### src/rtl/updown_counter_param.sv
// updown_counter_param: bounded up/down/bounce counter with wrap or saturate, clamped load and terminal-count pulse
module updown_counter_param #(
  parameter int WIDTH   = 8,
  parameter int MIN     = 0,
  parameter int MAX     = 255,
  parameter int RST_VAL = 50
) (
  input  logic             clk,
  input  logic             rst,
  input  logic             en,
  input  logic [1:0]       mod,
  input  logic             wrap_en,
  input  logic             load,
  input  logic [WIDTH-1:0] din,
  output logic [WIDTH-1:0] count,
  output logic             dir,
  output logic             tc,
  output logic             at_max,
  output logic             at_min
);
  localparam logic [WIDTH-1:0] MN = WIDTH'(MIN);
  localparam logic [WIDTH-1:0] MX = WIDTH'(MAX);
  localparam logic [WIDTH-1:0] RV = WIDTH'(RST_VAL);
  logic [WIDTH-1:0] count_q, count_d;
  logic dir_q, dir_d, tc_q, tc_d, up, hit;
  assign up = mod == 2'd2 ? dir_q : mod[0];
  assign hit = up ? at_max : at_min;
  always_comb begin
    count_d = count_q;
    dir_d = dir_q;
    tc_d = 1'b0;
    if (load) count_d = din > MX ? MX : din < MN ? MN : din;
    else if (en && mod != 2'd3) begin
      tc_d = hit;
      dir_d = mod == 2'd2 ? dir_q ^ hit : up;
      count_d = !hit ? (up ? count_q + 1'b1 : count_q - 1'b1)
              : mod == 2'd2 ? (MN == MX ? count_q : up ? MX - 1'b1 : MN + 1'b1)
              : wrap_en ? (up ? MN : MX) : count_q;
    end
  end
  always_ff @(posedge clk or negedge rst) begin
    if (!rst) begin
      count_q <= RV;
      dir_q <= 1'b1;
      tc_q <= 1'b0;
    end else begin
      count_q <= count_d;
      dir_q <= dir_d;
      tc_q <= tc_d;
    end
  end
  assign count = count_q;
  assign dir = dir_q;
  assign tc = tc_q;
  assign at_max = count_q == MX;
  assign at_min = count_q == MN;
endmodule

### config.mk
export PLATFORM = sky130hd
export DESIGN_NAME = updown_counter_param
export DESIGN_NICKNAME = d
export VERILOG_FILES = /design/src/rtl/updown_counter_param.sv
export SDC_FILE = /design/constraint.sdc
export NUM_CORES = 1
export LEC_CHECK = 0
export BUFFER_PORTS_ARGS = -buffer_cell sky130_fd_sc_hd__buf_2
export CORE_MARGIN = 5
export CORE_UTILIZATION = 51
export DETAILED_ROUTE_END_ITERATION = 7
export PLACE_DENSITY = 0.78
export SYNTH_ARGS = -nofsm -noshare
export SYNTH_HDL_FRONTEND = slang
export SYNTH_SLANG_ARGS = --single-unit
### constraint.sdc
create_clock -name clk -period 2.5 [get_ports clk]
set_clock_uncertainty 0.1 [all_clocks]
set_input_delay 0.5 -clock clk [delete_from_list [all_inputs] [get_ports clk]]
set_output_delay 0.5 -clock clk [all_outputs]
set_load 0.005 [all_outputs]
==> reports/results.ini, run 1 <==
[logic_synthesis]
synth-async-reset-ratio = 1.00
postSynthAreaPerCell_sq_um = 8.90
yosysMostFrequentCell = nand2_1
yosys-top-cells-count = nand2_1, a21oi_1, nor2_1
yosys.area.top_type = dfrtp_1
yosysSeqAreaShare = 0.263
ys.flop_type = dfrtp_1
ys_ff_latch = 10
syn-cell-area_sq_um = 970
yosys_warnings = 0
synthCells = 109
synth_edf_count = 0
synth_top_area_frac = 0.155
synth.distinct_cells = 52
syn_nets = 125
ys_top_cells_by_area = dfrtp_1, dfstp_2, a21oi_1, mux2i_1, buf_4

[placed_design]
pre_cts_ws_ps = 149
hpwl_mm = 1.91
io_buffers = 26
dp.cells = 155
place_area_sq_um = 1100
place_congestion = 0.868

[floorplan]
die_h_microns = 53.6
ios = 27
initial_core_util = 0.550
die_width_microns = 53.6
rows = 15
core_region_area_sq_um = 1760
die_area_sq_um = 2870

[global_route]
antenna_found_initial = 0
grt_pass1_vias = 865
grtUsageTotal = 0.203
grt_first_pass_wirelength_mm = 4.20
grt_overflow = 0
grt_max_degree = 21

[timing]
max_slew.worst_pin.slew_ps = 569
min_period_ps = 2330
finalHoldViolCount = 0
hold_ws_ps = 348
setup_tns_ps = 0
timing.fmax_mhz = 429
setup_viol = 0
period_share = 0.933
slew_viol_final = 0
rsz0062_at_grt = false
setup_ws_ps = 169
maxSlewHeadroom = 0.619

[setup_path]
worstPathCellList = a21o_1 -> xnor2_1 -> ha_1 -> a2111oi_4 -> a32oi_1 -> or2_0 -> a211o_1 -> nand4_1
crit_family = compound AO/OA/AOI/OAI gates
crit_type = register to register
crit_required_ps = 2600
crit_fanout = 9
rr_startpoint = dir
cp_slowest_cell = dfstp_2
cpPeakStageDelay_ps = 630
crit_buf_inv = 0
cp-end-kind = register
reg2reg_depth = 8
worstPathArrival_ps = 2430
start_kind = register
startpoint = dir
path_depth = 8

[pwr]
peakVddDrop_mv = 0.395
p_per_area_nw_per_um2 = 513
p_leak_nw = 0.497
p_total_mw = 0.587

[hold_path]
min_from = din[0]
hold_depth = 3
min_path_type = primary input to register

[drt]
drc_errors = 0
drt_iter0_markers = 38
wl_per_cell_microns = 15.8
vias = 965
drtPass1Iterations = 4
vias_per_cell = 6.03
wirelength_mm = 2.53
ant_nets = 0

[status]
outcome = finished, final reports clean

[flow_run]
cap_violations = 0

[clocking]
cts_buffers = 3
clk_latency_ps = 270
cts_htree_levels = 1
clock-root-buffer = clkbuf_4
clock-sinks = 10
clkSlewWorstSetupHoldPaths_ps = 70
cts_hold_buffers = 1
cts_tree = built
clockBufferDepth = 2
cts_resized = 0
post_cts_buffers = 0

[finish]
fin_nets = 152
drive_above_1_share = 0.363
stdcell_count = 160
area_growth_pct = 18.1
nFillCells = 170
antenna_cells = 0
stdcell_area_sq_um = 1140
fin_util = 0.649

-- state kept, by name, summed over array words and instances (netlist names) --
signal,flops
count,8
tc,1
dir,1
-- tightest hold or removal path: stages --
cell	delay [ps]
buf_2	70
nand2_1	40
o21ai_0	60
-- where the power goes --
part | switching [mW] | internal [mW] | total [mW]
registers | 0.0558 | 0.191 | 0.247
clock network | 0.0601 | 0.0886 | 0.149
logic | 0.0952 | 0.0964 | 0.192
-- layer usage --
layer  wire length (microns)  vias to the layer above  global-route usage  part of all wire
met5                       0                        -                   0                 0
met4                      10                        0              0.0383            0.0040
met3                     228                        2              0.0665             0.090
met2                    1220                       41               0.318              0.48
met1                    1070                      456               0.272              0.42
li1                        -                      466                   -                 -
-- layout by cell type (no fill, tap or decap), drive strengths merged, types with 2 or more instances in the layout --
master / count
nor3: 4
nand3: 3
o31ai: 3
and2b: 4
inv: 2
nor2b: 4
xnor2: 2
nand4: 4
a21oi: 7
nor4: 3
nand3b: 2
mux2i: 3
buf: 29
and3: 4
a22oi: 3
nor2: 7
dfrtp: 6
clkbuf: 4
o21ai: 2
or4: 2
xor2: 2
dfstp: 4
nand2: 9
o211ai: 2
-- final cells by class --
class	instances	area [sq um]	area share
multi-input combinational	89	652	0.569
inverter	2	7.51	0.00656
clock buffer	4	36.3	0.0317
timing repair buffer	30	163	0.142
tap	25	31.3	0.0273
sequential	10	255	0.223
-- final timing paths --
path / end / slack [ps]
max: count[6] / 170
min: count[0] / 350
max reg2reg: count[6] / 170
min reg2reg: dir / 530
max in group asynchronous: count[1] / 1510
min in group asynchronous: count[3] / 520
-- cells by family after synthesis --
family | share of synthesized area
compound gates | 0.235
xor+xnor | 0.0361
fa+ha+maj | 0.0129
buf+inv | 0.0645
flops | 0.263
mux | 0.0426
simple gates | 0.346
Power figures use the tool's default switching activity.
==> run 2: changes to the inputs <==
--- a/config.mk
+++ b/config.mk
@@ -6,10 +6,10 @@
 export NUM_CORES = 1
 export LEC_CHECK = 0
 export BUFFER_PORTS_ARGS = -buffer_cell sky130_fd_sc_hd__buf_2
-export CORE_MARGIN = 5
 export CORE_UTILIZATION = 51
 export DETAILED_ROUTE_END_ITERATION = 7
 export PLACE_DENSITY = 0.78
+export RECOVER_POWER = 25
 export SYNTH_ARGS = -nofsm -noshare
 export SYNTH_HDL_FRONTEND = slang
 export SYNTH_SLANG_ARGS = --single-unit
==> run 2 against run 1 <==
- global-route usage grew 7.7 points
- register-to-register slack improved by 40 ps
- power up 2.7%
- utilization rose by 1.1 points
- first-iteration DRC count is 13% lower
- setup slack better by 42 ps
- critical path type unchanged
- largest cell class unchanged
- hold slack lost 6.2 ps
- critical path depth unchanged
- highest routed layer unchanged
- clock power up 8%
- critical endpoint unchanged
==> reports/results.ini, run 2 (synthesis results as in run 1) <==
[floorplan]
core_region_area_sq_um = 1750  ; -1.1%
die_area_sq_um = 2080  ; -28%
die_h_microns = 45.6  ; -15%
ios = 27  ; unchanged
die_width_microns = 45.6  ; -15%
rows = 15  ; unchanged
initial_core_util = 0.556  ; +0.00591

[timing]
setup_ws_ps = 210  ; +41.8 ps
setup_tns_ps = 0  ; unchanged
maxSlewHeadroom = 0.596  ; -0.0229
min_period_ps = 2290  ; -41.8 ps
timing.fmax_mhz = 437  ; +1.8%
finalHoldViolCount = 0  ; unchanged
max_slew.worst_pin.slew_ps = 605  ; +36.8 ps
period_share = 0.916  ; -0.0167
rsz0062_at_grt = false
slew_viol_final = 0  ; unchanged
setup_viol = 0  ; unchanged
hold_ws_ps = 342  ; -6.17 ps

[setup_path]
worstPathArrival_ps = 2410  ; -20 ps
crit_type = register to register
crit_family = compound AO/OA/AOI/OAI gates
crit_fanout = 4  ; -5
cp-end-kind = register
crit_buf_inv = 0  ; unchanged
worstPathCellList = a21o_1 -> xnor2_1 -> ha_1 -> a2111oi_4 -> a32oi_1 -> or2_0 -> a211o_1 -> nand4_1
start_kind = register
worst-r2r-setup-slack_ps = 210  ; +40 ps
cpPeakStageDelay_ps = 540  ; -90 ps
crit_required_ps = 2620  ; +20 ps
cp_slowest_cell = dfstp_2

[pwr]
peakVddDrop_mv = 0.268  ; -32%
p_leak_nw = 0.499  ; +0.33%
p_per_area_nw_per_um2 = 524  ; +2.1%

[finish]
stdcell_count = 161  ; +0.63%
mostFrequentLayoutCells = buf_2, nand2_1, nor2_1, a21oi_1, dfrtp_1
drive_above_1_share = 0.360  ; -0.00267
antenna_cells = 0  ; unchanged
final_common_cell = buf_2
area_growth_pct = 18.7
largest_reg_flops = 8  ; unchanged
fin_nets = 153  ; +0.66%

[drt]
vias_per_cell = 5.99  ; -0.62%
vias = 965  ; unchanged
wirelength_mm = 2.47  ; -2.3%
ant_nets = 0  ; unchanged
drc_errors = 0  ; unchanged
drtPass1Iterations = 5  ; +1
drt_iter0_markers = 33  ; -13%
wl_per_cell_microns = 15.4  ; -2.9%

[clocking]
clkSlewWorstSetupHoldPaths_ps = 90  ; +20 ps
cts_tree = built
cts_htree_levels = 1  ; unchanged
clock-sinks = 10  ; unchanged
clock-root-buffer = clkbuf_4
clk_latency_ps = 280  ; about the same
clockBufferDepth = 2  ; unchanged
cts_buffers = 3  ; unchanged

[placed_design]
place_congestion = 0.924  ; +6.4%
dp.cells = 156  ; +0.65%
hpwl_mm = 1.79  ; -6.0%
pre_cts_ws_ps = 76.2  ; -72.5 ps
io_buffers = 26  ; unchanged

[hold_path]
min_path_type = primary input to register

[global_route]
grt_pass1_vias = 878  ; +1.5%
grt_first_pass_wirelength_mm = 4.11  ; -2.1%
grt_max_degree = 21  ; unchanged
grt_overflow = 0  ; unchanged
antenna_found_initial = 0  ; unchanged
grtUsageTotal = 0.280  ; +0.0771

[flow_run]
cap_violations = 0  ; unchanged

[status]
outcome = finished, final reports clean

run 2: cell count changes in the layout (fill, tap and decap cells not counted):
| cell | delta |
|---|---|
| buf_4 | +1 |
| clkbuf_1 | +1 |
| buf_2 | -1 |
run 2: report_power, final:
group          internal, mW  total (mW)  switching [mW]
combinational        0.0996       0.203           0.103
sequential            0.191       0.239          0.0483
clock                0.0886       0.161          0.0727
total                 0.379       0.603           0.224
run 2: area by class of cell:
class	count	area, sq um
Multi-Input combinational cell	89	652
Timing Repair Buffer	31	169
Sequential cell	10	255
Clock buffer	4	36.3
Tap cell	25	31.3
Inverter	2	7.51
Fill cell	161	594
run 2: per-stage QoR:
| step | util | area (sq um) | power, mW |
|---|---|---|---|
| 3_5_place_dp | 0.634 | 1110 | 0.441 |
| 3_3_place_gp | 0.634 | 1110 | 0.433 |
| 4_1_cts | 0.660 | 1150 | 0.603 |
| 5_1_grt | 0.659 | 1150 | 0.639 |
| 2_1_floorplan | - | 970 | 0.380 |
| 6_report | 0.659 | 1150 | 0.603 |
run 2: tightest hold or removal path: stages:
cell and delay (ps):
buf_2 70, nand2_1 40, o21ai_0 70
run 2: layer usage:
| layer | global-route usage | part of all wire | vias up |
|---|---|---|---|
| li1 | - | - | 469 |
| met3 | 0.0397 | 0.053 | 4 |
| met5 | 0 | 0 | - |
| met1 | 0.369 | 0.43 | 452 |
| met4 | 0.0909 | 0.010 | 0 |
| met2 | 0.466 | 0.50 | 40 |
run 2: path summary, 6_finish.rpt:
| path | startpoint | endpoint | depth (start not counted) |
|---|---|---|---|
| setup / recovery | dir | count[6] | 8 |
| hold / removal | din[0] | count[0] | 3 |
| setup reg to reg | dir | count[6] | 8 |
| hold reg to reg | count[6] | count[6] | 2 |
| max in group asynchronous | rst | count[3] | 2 |
| min in group asynchronous | rst | tc | 2 |
run 2: repair_timing:
| item | CTS | global route |
|---|---|---|
| setup buffers | 0 | 0 |
| hold endpoints to repair | 6 | 0 |
| hold buffers | 1 | 0 |
| resized for setup | 0 | 0 |
